--- src/rtl/console_cmd_rx_if.sv ---
// Byte-stream input and fs_read/fd_read command handshake bundle for console_cmd_rx.
// slave is the receiver's view; master is the driving side (link receiver plus console controller).
interface console_cmd_rx_if;
    logic [7:0] rx_data;
    logic       rx_valid;
    logic       fs_read;
    logic       fd_read;
    logic [1:0] com_state;
    logic [7:0] err_cnt;
    logic       busy;

    modport slave (
        input  rx_data, rx_valid, fd_read,
        output fs_read, com_state, err_cnt, busy
    );

    modport master (
        output rx_data, rx_valid, fd_read,
        input  fs_read, com_state, err_cnt, busy
    );
endinterface

--- src/rtl/console_cmd_rx.sv ---
// Parses HDR0,HDR1,CMD,CHK frames into a one-deep pending slot and hands commands over fs_read/fd_read.
// Define CMD_FILTER_SAME_EN to swallow a repeated SAME command instead of re-delivering it.
module console_cmd_rx #(
    parameter logic [7:0]  HDR0    = 8'h55,
    parameter logic [7:0]  HDR1    = 8'hAA,
    parameter logic [15:0] TIMEOUT = 16'd50000
) (
    input  logic            clk,
    input  logic            rst_n,
    console_cmd_rx_if.slave cmd_bus
);
    typedef enum logic [1:0] {P_HUNT, P_HDR1, P_CMD, P_CHK} pstate_t;
    typedef enum logic [1:0] {H_IDLE, H_REQ, H_REL} hstate_t;

    pstate_t     r_pstate, w_pstate_nxt;
    hstate_t     r_hstate, w_hstate_nxt;
    logic [15:0] r_idle, w_idle_nxt;
    logic [7:0]  r_cmd, w_cmd_nxt;
    logic        r_slot_full, w_slot_full_nxt;
    logic [1:0]  r_slot_cmd, w_slot_cmd_nxt;
    logic [1:0]  r_com_state, w_com_nxt;
    logic [7:0]  r_err_cnt, w_err_nxt;

    logic w_take, w_frame_end, w_frame_good, w_frame_skip;

    function automatic logic [7:0] sat_inc(input logic [7:0] v);
        return (v == 8'hFF) ? v : v + 8'd1;
    endfunction

    // The slot is freed in the same cycle a new frame may land in it, so a full
    // slot only causes a drop when the handshake is not taking it this cycle.
    assign w_take       = (r_hstate == H_IDLE) && r_slot_full;
    assign w_frame_end  = cmd_bus.rx_valid && (r_pstate == P_CHK);
    assign w_frame_good = (cmd_bus.rx_data == ~r_cmd) && (r_cmd[7:2] == 6'd0);
`ifdef CMD_FILTER_SAME_EN
    assign w_frame_skip = (r_cmd[1:0] == 2'b11) && (r_com_state == 2'b11);
`else
    assign w_frame_skip = 1'b0;
`endif

    always_comb begin
        w_pstate_nxt = r_pstate;
        w_idle_nxt   = r_idle;
        w_cmd_nxt    = r_cmd;
        if (cmd_bus.rx_valid) begin
            w_idle_nxt = '0;
            unique case (r_pstate)
                P_HUNT: if (cmd_bus.rx_data == HDR0) w_pstate_nxt = P_HDR1;
                P_HDR1: begin
                    if (cmd_bus.rx_data == HDR1)      w_pstate_nxt = P_CMD;
                    else if (cmd_bus.rx_data != HDR0) w_pstate_nxt = P_HUNT;
                end
                P_CMD: begin
                    w_cmd_nxt    = cmd_bus.rx_data;
                    w_pstate_nxt = P_CHK;
                end
                P_CHK:   w_pstate_nxt = P_HUNT;
                default: w_pstate_nxt = P_HUNT;
            endcase
        end else if (r_pstate != P_HUNT) begin
            if (r_idle >= TIMEOUT) begin
                w_pstate_nxt = P_HUNT;
                w_idle_nxt   = '0;
            end else begin
                w_idle_nxt = r_idle + 16'd1;
            end
        end
    end

    always_comb begin
        w_slot_full_nxt = r_slot_full;
        w_slot_cmd_nxt  = r_slot_cmd;
        w_err_nxt       = r_err_cnt;
        w_hstate_nxt    = r_hstate;
        w_com_nxt       = r_com_state;
        if (w_take) w_slot_full_nxt = 1'b0;
        if (w_frame_end) begin
            if (!w_frame_good) begin
                w_err_nxt = sat_inc(r_err_cnt);
            end else if (!w_frame_skip) begin
                if (r_slot_full && !w_take) begin
                    w_err_nxt = sat_inc(r_err_cnt);
                end else begin
                    w_slot_full_nxt = 1'b1;
                    w_slot_cmd_nxt  = r_cmd[1:0];
                end
            end
        end
        case (r_hstate)
            H_IDLE: if (r_slot_full) begin
                w_com_nxt    = r_slot_cmd;
                w_hstate_nxt = H_REQ;
            end
            H_REQ:   if (cmd_bus.fd_read)  w_hstate_nxt = H_REL;
            H_REL:   if (!cmd_bus.fd_read) w_hstate_nxt = H_IDLE;
            default: w_hstate_nxt = H_IDLE;
        endcase
    end

    always_ff @(posedge clk or negedge rst_n) begin
        if (!rst_n) begin
            r_pstate    <= P_HUNT;
            r_hstate    <= H_IDLE;
            r_idle      <= '0;
            r_slot_full <= 1'b0;
            r_com_state <= 2'b00;
            r_err_cnt   <= '0;
        end else begin
            r_pstate    <= w_pstate_nxt;
            r_hstate    <= w_hstate_nxt;
            r_idle      <= w_idle_nxt;
            r_slot_full <= w_slot_full_nxt;
            r_com_state <= w_com_nxt;
            r_err_cnt   <= w_err_nxt;
        end
    end

    // Frame payload registers are only read while their qualifying state is active.
    always_ff @(posedge clk) begin
        r_cmd      <= w_cmd_nxt;
        r_slot_cmd <= w_slot_cmd_nxt;
    end

    assign cmd_bus.fs_read   = (r_hstate == H_REQ);
    assign cmd_bus.com_state = r_com_state;
    assign cmd_bus.err_cnt   = r_err_cnt;
    assign cmd_bus.busy      = (r_pstate != P_HUNT) || r_slot_full || (r_hstate != H_IDLE);
endmodule

--- src/flat_wrapper.sv ---
// flat-port wrapper written by rule: the top's interface ports become plain ports
module console_cmd_rx_flat 
#(
    parameter logic [7:0]  HDR0    = 8'h55,
    parameter logic [7:0]  HDR1    = 8'hAA,
    parameter logic [15:0] TIMEOUT = 16'd50000
)
  (clk, rst_n, cmd_bus_rx_data, cmd_bus_rx_valid, cmd_bus_fd_read, cmd_bus_fs_read, cmd_bus_com_state, cmd_bus_err_cnt, cmd_bus_busy);
  console_cmd_rx_if cmd_bus_i ();
  input  logic clk;
  input  logic rst_n;
  input wire logic [$bits(cmd_bus_i.rx_data)-1:0] cmd_bus_rx_data;
  input wire logic [$bits(cmd_bus_i.rx_valid)-1:0] cmd_bus_rx_valid;
  input wire logic [$bits(cmd_bus_i.fd_read)-1:0] cmd_bus_fd_read;
  output wire logic [$bits(cmd_bus_i.fs_read)-1:0] cmd_bus_fs_read;
  output wire logic [$bits(cmd_bus_i.com_state)-1:0] cmd_bus_com_state;
  output wire logic [$bits(cmd_bus_i.err_cnt)-1:0] cmd_bus_err_cnt;
  output wire logic [$bits(cmd_bus_i.busy)-1:0] cmd_bus_busy;
  assign cmd_bus_i.rx_data = cmd_bus_rx_data;
  assign cmd_bus_i.rx_valid = cmd_bus_rx_valid;
  assign cmd_bus_i.fd_read = cmd_bus_fd_read;
  assign cmd_bus_fs_read = cmd_bus_i.fs_read;
  assign cmd_bus_com_state = cmd_bus_i.com_state;
  assign cmd_bus_err_cnt = cmd_bus_i.err_cnt;
  assign cmd_bus_busy = cmd_bus_i.busy;
  console_cmd_rx #(.HDR0(HDR0), .HDR1(HDR1), .TIMEOUT(TIMEOUT)) u_core (.clk(clk), .rst_n(rst_n), .cmd_bus(cmd_bus_i));
endmodule
--- config.mk ---
export PLATFORM = sky130hd
export DESIGN_NAME = console_cmd_rx_flat
export DESIGN_NICKNAME = d
export VERILOG_FILES = /design/src/rtl/console_cmd_rx_if.sv /design/src/rtl/console_cmd_rx.sv /design/src/flat_wrapper.sv
export SDC_FILE = /design/constraint.sdc
export NUM_CORES = 1
export LEC_CHECK = 0
export BUFFER_PORTS_ARGS = -buffer_cell sky130_fd_sc_hd__buf_2
export CAP_MARGIN = 5
export CORE_AREA = 2 2 72 74
export CTS_BUF_LIST = sky130_fd_sc_hd__clkbuf_16
export CTS_CLUSTER_DIAMETER = 60
export DETAILED_ROUTE_END_ITERATION = 10
export DIE_AREA = 0 0 74 76
export PLACE_DENSITY = 0.61
export REMOVE_ABC_BUFFERS = 1
export SLEW_MARGIN = 40
export SYNTH_ARGS = -nofsm -noshare
export SYNTH_HDL_FRONTEND = slang
export SYNTH_SLANG_ARGS = --single-unit
export TNS_END_PERCENT = 1
--- constraint.sdc ---
create_clock -name clk -period 4.6 [get_ports clk]
set_clock_uncertainty 0.15 [all_clocks]
set_input_delay 1.38 -clock clk [delete_from_list [all_inputs] [get_ports clk]]
set_output_delay 1.38 -clock clk [all_outputs]
set_load 0.05 [all_outputs]
==> impl_metrics.env <==
export IMPL_totalWireLength_um=3780
export IMPL_clkSinkCount=41
export IMPL_whs_path_depth=1
export IMPL_clockRootBuffer="clkbuf_16"
export IMPL_power_density_nw_per_um2=362
export IMPL_antenna_cells=0
export IMPL_routedWlPerCell_um=13.0
export IMPL_hold_class="register to register"
export IMPL_synth_top_cell_area_share_pct=37.6
export IMPL_required_ns=3.07
export IMPL_die_area_um2=5620
export IMPL_crit_type="register to output pin"
export IMPL_synthTopCellsByArea="dfrtp_1 38%, edfxtp_1 15%, xor2_1 6.8%, nor2_1 4.7%, nand3_1 3.4%"
export IMPL_synthMuxAreaShare_pct=3.57
export IMPL_yosys_area_share_simple_pct=27.6
export IMPL_rsz0062_at_grt="no"
export IMPL_ys_types=48
export IMPL_grt_ovfl_total=0
export IMPL_htree_levels=2
export IMPL_ys_warn_count=0
export IMPL_worst_slew_pin_slew_ns=0.693
export IMPL_ioPinCount=24
export IMPL_startpoint_type="register"
export IMPL_whs_ns=0.325
export IMPL_slew_violations=0
export IMPL_vias_per_cell=5.09
export IMPL_path_max_fanout=9
export IMPL_dpl_instance_area_um2=2250
export IMPL_grt_pass1_vias=1454
export IMPL_ys_seq_area_share_pct=52.1
export IMPL_cts_buffer_depth=2
export IMPL_postSynth_asyncResetShare_pct=75.6
export IMPL_slew_limit_headroom_pct=53.8
export IMPL_core_um2=4910
export IMPL_rows=26
export IMPL_synth_edff_count=10
export IMPL_ctsHoldBuffers=0
export IMPL_yosys_area_top_type="dfrtp_1"
export IMPL_numCtsBuffers=5
export IMPL_cts_resized=0
export IMPL_clk_pin_slew_ns=0.06
export IMPL_max_freq_mhz=316
export IMPL_track_usage_pct=15.1
export IMPL_drive_gt1_share_pct=19.4
export IMPL_syn_avg_cell_area_um2=10.6
export IMPL_peakVddDrop_mv=0.157
export IMPL_dp_cells=284
export IMPL_detail_route_antenna_nets=0
export IMPL_end_kind="output pin"
export IMPL_finalInstanceArea_um2=2390
export IMPL_nets=236
export IMPL_tns_ns=0
export IMPL_grt_max_degree=32
export IMPL_cts_tree="yes"
export IMPL_grt_pass1_wl_um=6580
export IMPL_die_w_um=74
export IMPL_first_iter_violations=34
export IMPL_grt_antenna_before_repair=0
export IMPL_period_minus_slack_ns=3.16
export IMPL_final_hold_viol_count=0
export IMPL_finalCritPeriodShare_pct=68.7
export IMPL_start_util_pct=42.1
export IMPL_ys_seq_elements=41
export IMPL_fp_dieH_um=76
export IMPL_synthCells=194
export IMPL_synth_top_family_by_area="simple AND/OR/NAND/NOR gates"
export IMPL_hpwl_um=2740
export IMPL_synth_compound_area_share_pct=4.78
export IMPL_worstSkewPairLatency_ns=0.28
export IMPL_layout_common_cells="31 x dfrtp_1, 26 x nor2_1, 23 x buf_2, 16 x xor2_1"
export IMPL_drc=0
export IMPL_worst_ep_arrival_time_ns=1.63
export IMPL_cts_setup_buffers=0
export IMPL_area_delta_synth_final_pct=15.9
export IMPL_first_pass_iters=4
export IMPL_rr_worst_depth=5
export IMPL_syn_area_um2=2070
export IMPL_place_gp_congestion=0.728
export IMPL_synthAdderAreaFrac_pct=1.82
export IMPL_synth_xor_area_share_pct=8.48
export IMPL_status="finished clean"
export IMPL_finalSetupViolCount=0
export IMPL_drv_cap=0
export IMPL_mostFrequentLayoutCell="dfrtp_1"
export IMPL_ys_flop_type="dfrtp_1"
export IMPL_final_cells=292
export IMPL_port_buffers=23
export IMPL_num_vias=1485
export IMPL_p_leak_nw=1.06
## state kept, by name (all words and copies together), names as in the netlist
register / flops
u_core.cmd_bus.com_state: 2
u_core.cmd_bus.err_cnt: 8
u_core.r_cmd: 8
u_core.r_hstate: 2
u_core.r_idle: 16
u_core.r_pstate: 2
u_core.r_slot_cmd: 2
u_core.r_slot_full: 1
## final timing paths
path                                           startpoint                                 endpoint  slack (ns)
hold / removal             u_core.r_slot_cmd[0]$_DFFE_PP_  u_core.cmd_bus.com_state[0]$_DFFE_PN0P_        0.33
setup / recovery           u_core.r_pstate[1]$_DFFE_PN0P_                             cmd_bus_busy        1.44
max in group asynchronous                           rst_n             u_core.r_idle[3]$_DFFE_PN0N_        2.86
min in group asynchronous                           rst_n  u_core.cmd_bus.com_state[0]$_DFFE_PN0P_        0.99
hold reg to reg            u_core.r_slot_cmd[0]$_DFFE_PP_  u_core.cmd_bus.com_state[0]$_DFFE_PN0P_        0.33
setup reg to reg                u_core.r_cmd[0]$_DFFE_PP_    u_core.cmd_bus.err_cnt[1]$_DFFE_PN0P_        2.64
## report_power, final
part	internal (mW)	total, mW	switching, mW
combinational	0.0358	0.116	0.0804
sequential	0.391	0.414	0.0226
clock	0.199	0.336	0.137
## routing by layer
layer,wire [µm],track usage [%],share of wire (%),vias to the layer above
li1,-,-,-,753
met1,1770,19.0,47,705
met2,1830,24.5,48,20
met3,97,2.78,2.6,7
met4,76,7.09,2.0,0
met5,0,0,0,-
## Yosys cell counts, types with 3 or more instances
library cell  number
nand3_1           14
nor3_1            10
and3_1             5
dfrtp_1           31
a21oi_1            4
edfxtp_1          10
nand4_1            6
ha_1               3
nor2_1            26
inv_1              4
xor2_1            16
nand2_1           14
nor4b_1            4
xnor2_1            4
## per-stage QoR
| step | power [mW] | utilization [%] | setup slack, ns |
|---|---|---|---|
| 2_1_floorplan | 0.497 | - | 1.81 |
| 3_3_place_gp | 0.538 | 45.8 | 1.54 |
| 3_5_place_dp | 0.539 | 45.8 | 1.52 |
| 4_1_cts | 0.880 | 48.7 | 1.44 |
| 5_1_grt | 0.913 | 48.8 | 1.30 |
| 6_report | 0.867 | 48.8 | 1.44 |
## cell type report
class	instances	area (µm²)
inverter	4	15.0
tap	70	87.6
clock inverter	3	16.3
timing repair buffer	23	115
sequential	41	1080
multi-input combinational	146	960
clock buffer	5	125
fill	468	2520
## cell families after synthesis
| logic type | count (synthesis) |
|---|---|
| muxes | 6 |
| AOI/OAI and AO/OA | 15 |
| buffers and inverters | 7 |
| DFF | 41 |
| adders and majority gates | 3 |
| and+or+nand+nor | 102 |
| xor gates and xnor gates | 20 |
## critical path: stages (launching register included)
cell and delay (ns):
dfrtp_1 0.47, nor2_1 0.51, nand3b_1 0.13, buf_2 0.23
Power figures use the tool's default switching activity.
